===== src/rtl/platform_sched.sv =====
// platform_sched: game-flow FSM and seven-platform scroll/respawn scheduler.
// Owns the platform layout, score and terminated flag, and issues a one-cycle
// doodle physics reset whenever a finished game is restarted.
module platform_sched #(
   parameter int unsigned SPACING = 70,
   parameter int unsigned TOP     = 10,
   parameter int unsigned BOTTOM  = 470,
   parameter int unsigned HMAX    = 565,
   parameter logic [9:0]  SEED    = 10'h2A5
) (
   input  logic        clk,
   input  logic        rst,
   input  logic        start,
   input  logic        tick,
   input  logic [9:0]  d_y,
   output logic [9:0]  p1_vpos,
   output logic [9:0]  p2_vpos,
   output logic [9:0]  p3_vpos,
   output logic [9:0]  p4_vpos,
   output logic [9:0]  p5_vpos,
   output logic [9:0]  p6_vpos,
   output logic [9:0]  p7_vpos,
   output logic [9:0]  p1_hpos,
   output logic [9:0]  p2_hpos,
   output logic [9:0]  p3_hpos,
   output logic [9:0]  p4_hpos,
   output logic [9:0]  p5_hpos,
   output logic [9:0]  p6_hpos,
   output logic [9:0]  p7_hpos,
   output logic        terminated,
   output logic        doodle_rst,
   output logic [13:0] score,
   output logic [1:0]  state
);

   typedef enum logic [1:0] {
      S_IDLE = 2'd0,
      S_PLAY = 2'd1,
      S_OVER = 2'd2
   } state_t;

   localparam int unsigned NPLAT     = 7;
   localparam logic [9:0]  WRAP_V    = 10'(NPLAT * SPACING - 1);
   localparam logic [9:0]  TOP_V     = 10'(TOP);
   localparam logic [9:0]  BOTTOM_V  = 10'(BOTTOM);
   localparam logic [9:0]  HMAX_V    = 10'(HMAX);
   localparam logic [13:0] SCORE_MAX = 14'd9999;

   state_t      state_q;
   logic [9:0]  vpos_q [NPLAT];
   logic [9:0]  hpos_q [NPLAT];
   logic [9:0]  lfsr_q;
   logic [9:0]  respawn_h;
   logic [2:0]  wrap_cnt;
   logic [14:0] score_sum;
   logic [13:0] score_next;
   logic        lose;

   function automatic logic [9:0] init_vpos(input int unsigned i);
      return 10'(40 + SPACING * i);
   endfunction

   function automatic logic [9:0] init_hpos(input int unsigned i);
      case (i)
         0:       return 10'd100;
         1:       return 10'd300;
         2:       return 10'd50;
         3:       return 10'd250;
         4:       return 10'd400;
         5:       return 10'd150;
         default: return 10'd350;
      endcase
   endfunction

   // Respawn position, wrap count and saturated next score for this tick.
   always_comb begin
      respawn_h = (lfsr_q >= HMAX_V) ? (lfsr_q - HMAX_V) : lfsr_q;
      wrap_cnt  = '0;
      for (int unsigned i = 0; i < NPLAT; i++) begin
         if (vpos_q[i] == '0) wrap_cnt = wrap_cnt + 3'd1;
      end
      score_sum  = {1'b0, score} + {12'd0, wrap_cnt};
      score_next = (score_sum >= {1'b0, SCORE_MAX}) ? SCORE_MAX : score_sum[13:0];
      lose       = (d_y <= TOP_V) || (d_y >= BOTTOM_V);
   end

   // Game FSM, platform scroll/respawn, score and LFSR state.
   always_ff @(posedge clk) begin
      if (rst) begin
         for (int unsigned i = 0; i < NPLAT; i++) begin
            vpos_q[i] <= init_vpos(i);
            hpos_q[i] <= init_hpos(i);
         end
         state_q    <= S_IDLE;
         terminated <= 1'b0;
         doodle_rst <= 1'b0;
         score      <= '0;
         lfsr_q     <= SEED;
      end else begin
         lfsr_q     <= {lfsr_q[8:0], lfsr_q[9] ^ lfsr_q[6]};
         doodle_rst <= 1'b0;
         unique case (state_q)
            S_IDLE: begin
               if (start) state_q <= S_PLAY;
            end
            S_PLAY: begin
               // Losing wins over a coincident tick: nothing scrolls that cycle.
               if (lose) begin
                  state_q    <= S_OVER;
                  terminated <= 1'b1;
               end else if (tick) begin
                  for (int unsigned i = 0; i < NPLAT; i++) begin
                     if (vpos_q[i] == '0) begin
                        vpos_q[i] <= WRAP_V;
                        hpos_q[i] <= respawn_h;
                     end else begin
                        vpos_q[i] <= vpos_q[i] - 10'd1;
                     end
                  end
                  score <= score_next;
               end
            end
            S_OVER: begin
               if (start) begin
                  for (int unsigned i = 0; i < NPLAT; i++) begin
                     vpos_q[i] <= init_vpos(i);
                     hpos_q[i] <= init_hpos(i);
                  end
                  state_q    <= S_IDLE;
                  terminated <= 1'b0;
                  score      <= '0;
                  doodle_rst <= 1'b1;
               end
            end
            default: begin
               state_q    <= S_IDLE;
               terminated <= 1'b0;
            end
         endcase
      end
   end

   assign state   = state_q;
   assign p1_vpos = vpos_q[0];
   assign p2_vpos = vpos_q[1];
   assign p3_vpos = vpos_q[2];
   assign p4_vpos = vpos_q[3];
   assign p5_vpos = vpos_q[4];
   assign p6_vpos = vpos_q[5];
   assign p7_vpos = vpos_q[6];
   assign p1_hpos = hpos_q[0];
   assign p2_hpos = hpos_q[1];
   assign p3_hpos = hpos_q[2];
   assign p4_hpos = hpos_q[3];
   assign p5_hpos = hpos_q[4];
   assign p6_hpos = hpos_q[5];
   assign p7_hpos = hpos_q[6];

endmodule

===== config.mk =====
export PLATFORM = sky130hd
export DESIGN_NAME = platform_sched
export DESIGN_NICKNAME = d
export VERILOG_FILES = /design/src/rtl/platform_sched.sv
export SDC_FILE = /design/constraint.sdc
export NUM_CORES = 1
export LEC_CHECK = 0
export BUFFER_PORTS_ARGS = -buffer_cell sky130_fd_sc_hd__buf_2
export CAP_MARGIN = 20
export CORE_MARGIN = 4
export CORE_UTILIZATION = 59
export DETAILED_ROUTE_END_ITERATION = 10
export MAX_ROUTING_LAYER = met4
export PLACE_DENSITY = 0.85
export SLEW_MARGIN = 5
export SYNTH_ARGS = -nofsm -noshare
export SYNTH_HDL_FRONTEND = slang
export SYNTH_SLANG_ARGS = --single-unit

===== constraint.sdc =====
create_clock -name clk -period 15.5 [get_ports clk]
set_input_delay 3.1 -clock clk [delete_from_list [all_inputs] [get_ports clk]]
set_output_delay 3.1 -clock clk [all_outputs]
set_load 0.1 [all_outputs]

# Word level (Yosys, flattened, before mapping)
# Memory sizes are Yosys's and may differ from the RTL's.
# Index checks and enable logic that the tools add are counted.
# totals
regBits	28
latchBits	0
ramBits	140
rom_bits	0
inputBits	14
wordCells	256
mem_count	2
# op_classes
addsub	15
n_mul	0
div	0
order_cmp	4
eq_ne	7
shifts	0
muxes	173
n_bitwise	37
reduce_logical	13
# mem_list
memory	words	width	rd	rd_clocked_by_memory_dff	wr	line	source
hpos_q	7	10	7	0	7	51	logic [9:0] hpos_q [NPLAT];
vpos_q	7	10	7	0	7	50	logic [9:0] vpos_q [NPLAT];
# op_table
cell	count
two-way mux 10 bit	64
two-way mux 1 bit	93
zero test 10 bit	7
subtractor 10 x 1 -> 10 bit, second input constant	7
two-way mux 14 bit	4
bitwise OR 1 bit	35
case mux 14 bit (2 select lines)	1
adder 3 x 1 -> 3 bit, second input constant	6
two-way mux 3 bit	6
adder 14 x 3 -> 15 bit	1
greater-or-equal comparator 15 x 14 -> 1 bit, second input constant	1
greater-or-equal comparator 10 bit, second input constant	1
greater-or-equal comparator 10 x 9 -> 1 bit, second input constant	1
<= comparator 10 x 4 -> 1 bit, second input constant	1
inequality test 2 bit, second input constant	5
subtractor 10 bit, second input constant	1
two-way mux 2 bit	3
case mux 2 bit (3 select lines)	1
AND reduction 3 bit	2
AND reduction 4 bit	1
case mux 1 bit (3 select lines)	1
equality test 2 x 1 -> 1 bit, second input constant	1
equality test 2 bit, second input constant	1
zero test 2 bit	1
other kinds (4)	4

# Depth between registers and ports, before layout
# Gate-level depths: netlist of the first run.
# An unclocked memory read counts as a cell.
# logic_depth
ltp_word	21
ltp_mapped	29
mapped_depth_nobuf	27

# Worst setup path after synthesis of the first run
# Ideal clock, no wire load.
# synth_path
path_kind	flip-flop to flip-flop
start	memory vpos_q[1][0]
end	register score[4]
setup_time_ns	0.161
arrival_ns	6.754
slack_ns	8.585
path_stages_with_launch	30
n_path_buf	2
period_less_slack_ns	6.915
cell_sequence	edfxtp_1 -> inv_1 -> ha_1 -> nor3b_1 -> and3_1 -> inv_1 -> ha_1 -> xnor2_1 -> ha_1 -> nand2_1 -> o21ai_0 -> xor2_1 -> o21ai_0 -> ha_1 -> o21a_1 -> ha_1 -> nand2_1 -> xnor2_1 -> xnor2_1 -> xnor2_1 -> ha_1 -> clkbuf_1 -> a21oi_1 -> a211o_1 -> or4_1 -> a211oi_1 -> a21oi_1 -> buf_2 -> a41oi_1 -> mux2i_1
# synth_rtl
item	line	source
from (decl)	50	
to (signal assigned)	120	score <= score_next;
to (decl)	32	output logic [13:0] score,

==> summary.txt, run 1 <==
clock transition at the registers of the reported paths: 0.06 ns
Clk pwr share: 39.7%
asr flop ratio synth: 0%
status: completed
Core ar.: 13,300 um^2
crit path launch type: flop
post-route ant nets: 0
Post-Synth Simple-Gate Area: 21.2%
global-route wire length before repair: 33,300 um
XOR/XNOR Fraction of Synth Area: 6.63%
GP Congestion: 0.912
endpoints failing hold: 0
largest family of logic cells by synthesized area: simple AND/OR/NAND/NOR gates
setup_tns: 0 ns
fin crit period: 7.33 ns
Tcrit/Tclk final: 47.3%
Max Slew Vio Count: 0
cell count after synthesis: 829
worst r2r src: vpos_q[1][0]$_SDFFCE_PP0P_
I/O Buffers: 171
Die Height: 125 um
Comb power frac: 12.9%
Top Family by Delay on Critical Path: adder cells
Fillers: 936
worst-margin pin slew: 0.961 ns
CP arrival: 7.64 ns
min-delay worst type: reg2reg
clk root buf: clkbuf_16
vias in the first global route: 6,527
Leak: 3.64 nW
skew final: 0.0118 ns
Num CTS Buffers: 17
Slowest-stage cell, CP: or4_1
flip-flop and latch count after synthesis: 168
CTS Sinks: 168
Routed wire per std cell: 17.6 um
register area: 4160 um^2
max cap viols: 0
largest net degree at the start of global routing: 36
Crit path largest cell delay: 0.54 ns
sw frac: 29.4%
net switching power: 0.301 mW
most frequent CP cell: ha_1
share of layout cells above drive strength 1: 23.0%
Horiz. Die Dim: 125 um
sequential area share after synthesis: 51.6%
Post-Syn Area: 8060 um^2
syn nets: 861
area delta synth->final: 19.3%
Peak supply drop: 0.0781 mV
r2r endpoint: score[5]$_SDFFE_PP0P_
number of setup buffers added after CTS: 0
Critical path origin: vpos_q[1][0]$_SDFFCE_PP0P_
Critical path buffers and inverters: 2
via count: 7,112
DR vias/cell: 6.03
initial antenna violation count: 0
GRT Util Overall: 26.9%
internal power: 0.724 mW
Post-synth EDFFs: 80
Max Fanout on Critical Path: 11
final wirelength: 20,700 um
Setup crit end: score[5]$_SDFFE_PP0P_
R2R cell count: 27
WP depth: 27
r2r setup slk: 8.17 ns
yosys warns: 0
critical path endpoint category: flop
die area: 15,600 um^2
mux cell area share after synthesis: 0.621%
Post-CTS Resized: 0
H-tree depth: 4
critical path class: reg2reg
synth unique cells: 68
power per cell area: 107 nW/um^2
1st-iter DRT viols: 666
dpl ws: 8.21 ns
CTS tree: built
PnR worst setup slack: 8.17 ns
sequential share of power: 47.4%
router iterations before antenna repair: 5
antenna cells: 0
adder-cell area share of the yosys netlist: 2.89%
grt ovf: 0
Final HPWL DP: 14,700 um
WP data required: 15.81 ns
Starting Density: 60.6%
multi-input logic area: 3630 um^2
Max Fclk: 136 MHz
count of hold-fix buffers inserted at cts: 0
Synth Flop Type: dfxtp_1
worst-skew pair later-pin latency: 0.43 ns
Clock Tree Buf Depth: 2
Compound-Gate Fraction of Synth Area: 13.6%
row count: 42
RSZ-0062 raised after global routing: false
relative slew slack: 35.6%
final setup fails: 0
Top Ports: 172
syn_area_per_cell: 9.73 um^2
DRC: 0
fin nets: 1,023
[metal layers]
layer	routed length (um)	share of wire (%)	up-vias	track usage (%)
li1	-	-	3337	-
met1	8620	42	3404	35.3
met2	9780	47	331	42.0
met3	1890	9.1	40	6.09
met4	413	2.0	0	8.42
met5	0	0	-	-
[through the flow]
step,power (mW),hold WS [ns],area [um^2],std cells,util [%]
floorplan,0.598,0.460,8060,829,-
global route,1.06,0.492,9620,1180,72.4
global placement,0.625,0.455,9050,1147,68.1
finish,1.03,0.482,9620,1180,72.4
CTS,1.03,0.482,9620,1179,72.3
detailed placement,0.626,0.473,9050,1147,68.1
[power by group through the flow]
stage	registers [mW]	logic, mW	clock network, mW
after floorplan	0.559	0.0389	0
after global placement	0.495	0.129	0
after detailed placement	0.496	0.131	0
after CTS	0.486	0.131	0.409
after global routing	0.488	0.138	0.430
final	0.486	0.132	0.407
[cells in the final DEF, fill, tap and decap left out, types with 9 or more instances in the layout]
cell type,n
dfxtp_1,88
edfxtp_1,80
clkbuf_16,17
a21oi_1,49
xnor2_1,41
o211ai_1,9
buf_2,172
nor3_1,50
or3_1,17
nor4_1,15
o21ai_0,36
buf_4,9
nand3_1,24
nor2_1,95
inv_1,29
a211oi_1,11
xor2_1,20
nand2_1,70
nor2b_1,9
ha_1,17
[registers in the layout, summed over array words and instances (netlist names)]
name and flops:
vpos_q 70, lfsr_q 10, doodle_rst 1, state 2, terminated 1, score 14, hpos_q 70
[final cells by class]
type | instances | area share, %
flip-flops and latches | 168 | 43.3
multi-input cells | 593 | 37.7
repair buffers | 181 | 9.65
clock buffers | 18 | 4.46
well taps | 176 | 2.29
clock inverters | 14 | 1.42
inverters | 30 | 1.17
[worst register-to-register path, delay by kind of cell (launching register included)]
kind	cells	cell delay [ns]
AO/OA/AOI/OAI	7	1.73
XOR/XNOR	5	1.06
adder cells (fa/ha/maj)	6	1.84
buffers and inverters	2	0.30
flip-flops	1	0.45
multiplexers	1	0.09
AND/OR/NAND/NOR	6	1.77
[kinds of logic after synthesis]
kind of cell | count (synthesis)
adder cells (fa/ha/maj) | 18
flip-flops | 168
XOR/XNOR | 61
buffers and inverters | 68
AND/OR/NAND/NOR | 341
multiplexers | 5
AO/OA/AOI/OAI | 168
[worst min-delay path by stage]
stage                     slack (ns)                        end                       from  cells after the start
after floorplan                 0.46       lfsr_q[2]$_SDFF_PP1_       lfsr_q[1]$_SDFF_PP0_                      2
after global placement          0.45  hpos_q[0][9]$_SDFFE_PP0P_  hpos_q[0][9]$_SDFFE_PP0P_                      2
after detailed placement        0.47  hpos_q[0][9]$_SDFFE_PP0P_  hpos_q[0][9]$_SDFFE_PP0P_                      2
after CTS                       0.48  hpos_q[0][9]$_SDFFE_PP0P_  hpos_q[0][9]$_SDFFE_PP0P_                      2
after global routing            0.49  hpos_q[0][9]$_SDFFE_PP0P_  hpos_q[0][9]$_SDFFE_PP0P_                      2
final                           0.48  hpos_q[0][9]$_SDFFE_PP0P_  hpos_q[0][9]$_SDFFE_PP0P_                      2
[Yosys cell counts, drive strengths merged (9+ instances only)]
library cell	instances	area, um^2
a211oi	11	82.6
a21oi	49	245
buf	9	48.8
clkbuf	29	113
dfxtp	88	1760
edfxtp	80	2400
ha	17	213
inv	29	109
nand2	70	263
nand3	26	140
nor2	95	357
nor2b	9	56.3
nor3	50	250
nor4	17	119
o211ai	9	67.6
o21ai	37	185
or3	17	106
or4	10	82.6
xnor2	41	359
xor2	20	175
Power figures use the tool's default switching activity.
==> run 2: changes to the inputs <==
--- a/config.mk
+++ b/config.mk
@@ -8,10 +8,10 @@
 export BUFFER_PORTS_ARGS = -buffer_cell sky130_fd_sc_hd__buf_2
 export CAP_MARGIN = 20
 export CORE_MARGIN = 4
-export CORE_UTILIZATION = 59
+export CORE_UTILIZATION = 50
 export DETAILED_ROUTE_END_ITERATION = 10
 export MAX_ROUTING_LAYER = met4
-export PLACE_DENSITY = 0.85
+export PLACE_DENSITY = 0.77
 export SLEW_MARGIN = 5
 export SYNTH_ARGS = -nofsm -noshare
 export SYNTH_HDL_FRONTEND = slang
==> constraint.sdc (replaced) <==
create_clock -name clk -period 6.43 [get_ports clk]
set_input_delay 1.286 -clock clk [delete_from_list [all_inputs] [get_ports clk]]
set_output_delay 1.286 -clock clk [all_outputs]
set_load 0.1 [all_outputs]
==> summary.txt, run 2 (same netlist as run 1, synthesis figures left out) <==
status: completed
Max Fclk: 164 MHz
largest registers: hpos_q x70, vpos_q x70, score x14
power per cell area: 253 nW/um^2
clock transition at the registers of the reported paths: 0.07 ns
sw frac: 30.0%
grt ovf: 0
worst r2r src: vpos_q[3][0]$_SDFFCE_PP0P_
Peak supply drop: 0.182 mV
global-route wire length before repair: 33,700 um
fin crit period: 6.09 ns
Top Family by Delay on Critical Path: simple AND/OR/NAND/NOR gates
min-delay worst type: reg2reg
worst-skew pair later-pin latency: 0.43 ns
skew final: 0.00855 ns
dpl ws: 0.0767 ns
Comb power frac: 12.7%
Cell Chain, Critical Path: inv_1 -> ha_1 -> or3b_2 -> or4_4 -> nand2_1 -> o22ai_1 -> or3b_2 -> o21ai_1 -> ha_1 -> o21a_1 -> ha_1 -> nand2_1 -> xnor2_1 -> xnor2_1 -> xnor2_1 -> ha_2 -> nand3_2 -> a211o_1 -> or4_1 -> a211oi_4 -> a21oi_4 -> a41oi_1 -> mux2i_1
setup_tns: 0 ns
final wirelength: 21,200 um
final setup fails: 0
Max Slew Vio Count: 0
GRT Util Overall: 23.9%
DR vias/cell: 5.68
dpl cells: 1,194
GP Congestion: 0.865
WP data required: 6.75 ns
fin nets: 1,033
PnR worst setup slack: 0.336 ns
Top Ports: 172
Die Height: 135 um
Slowest-stage cell, CP: or4_1
worst-margin pin slew: 1.04 ns
Core ar.: 15,800 um^2
largest net degree at the start of global routing: 38
clk root buf: clkbuf_16
antenna cells: 0
hold path start: hpos_q[5][4]$_SDFFE_PP1P_
crit path launch type: flop
vias in the first global route: 6,491
Max Fanout on Critical Path: 11
post-route ant nets: 0
row count: 46
commonest non-fill, non-tap cell in the layout: buf_2
CTS Sinks: 168
Clk pwr share: 40.2%
net switching power: 0.747 mW
Final HPWL DP: 15,100 um
Starting Density: 50.9%
1st-iter DRT viols: 462
die area: 18,200 um^2
endpoints failing hold: 0
DRC: 0
via count: 6,982
Num CTS Buffers: 17
Fillers: 1,309
Clock Tree Buf Depth: 2
Critical path buffers and inverters: 1
Tcrit/Tclk final: 94.8%
I/O Buffers: 171
area delta synth->final: 22.3%
relative slew slack: 30.3%
CP arrival: 6.41 ns
Horiz. Die Dim: 135 um
max cap viols: 0
critical path endpoint category: flop
initial antenna violation count: 0
router iterations before antenna repair: 5
sequential share of power: 47.0%
CTS tree: built
final non-filler cell total: 1,230
most frequent cells in the layout: buf_2 (171), nor2_1 (95), dfxtp_1 (87)
Crit path largest cell delay: 0.59 ns
Leak: 3.71 nW
share of layout cells above drive strength 1: 25.0%
count of hold-fix buffers inserted at cts: 0
Routed wire per std cell: 17.3 um
Critical path origin: vpos_q[3][0]$_SDFFCE_PP0P_
internal power: 1.74 mW
critical path class: reg2reg
H-tree depth: 4
==> run 2: cell types whose count changed in the layout (fill, tap and decap cells not counted), sizes merged <==
cell | before | now
clkinv | 6 | 4
clkbuf | 18 | 19
clkinvlp | 1 | 3
buf | 181 | 191
bufinv | 1 | 0
==> run 2: layout make-up <==
type	count	area, um^2	share of cell area (%)
clock inverter	13	130	1.32
clock buffer	19	458	4.64
timing repair buffer	191	1010	10.2
inverter	30	113	1.14
tap	216	270	2.74
sequential	168	4170	42.2
multi-input combinational	593	3720	37.7
==> run 2: tightest hold or removal path: stages, from the launching register on <==
cell	delay (ns)
dfxtp_1	0.33
o2bb2ai_1	0.06
nand2_1	0.05
==> run 2: what timing repair did <==
item / in CTS / in global routing
pin swaps: 0 / 5
buffers inserted: 0 / 4
gates resized for setup: 1 / 10
endpoints found under the setup margin: 4 / 13
==> run 2: power groups by stage <==
stage               Clock [mW]  Combinational (mW)  Sequential [mW]
finish                    1.00               0.317             1.17
global route              1.06               0.335             1.17
CTS                       1.02               0.317             1.17
detailed placement           0               0.316             1.19
global placement             0               0.313             1.19
floorplan                    0              0.0938             1.35
==> run 2: worst paths after layout <==
kind / to / slack (ns) / depth (start not counted)
min reg2reg: hpos_q[5][4]$_SDFFE_PP1P_ / 0.47 / 2
max: score[5]$_SDFFE_PP0P_ / 0.34 / 23
min: hpos_q[5][4]$_SDFFE_PP1P_ / 0.47 / 2
max reg2reg: score[5]$_SDFFE_PP0P_ / 0.34 / 23
==> run 2: stage by stage <==
step,util (%),hold slack (ns),power (mW),cell area [um^2]
floorplan,-,0.460,1.44,8100
global placement,58.1,0.444,1.51,9190
detailed placement,58.1,0.451,1.51,9190
CTS,61.8,0.468,2.51,9780
global route,62.3,0.501,2.57,9860
finish,62.3,0.468,2.49,9860
==> run 2: layer usage <==
layer	vias to the layer above	track usage (%)	wire length [um]	share of wire [%]
met2	256	38.2	10300	48
met4	0	7.00	357	1.7
met3	32	4.81	1490	7.0
met5	-	-	0	0
met1	3336	31.0	9120	43
li1	3358	-	-	-
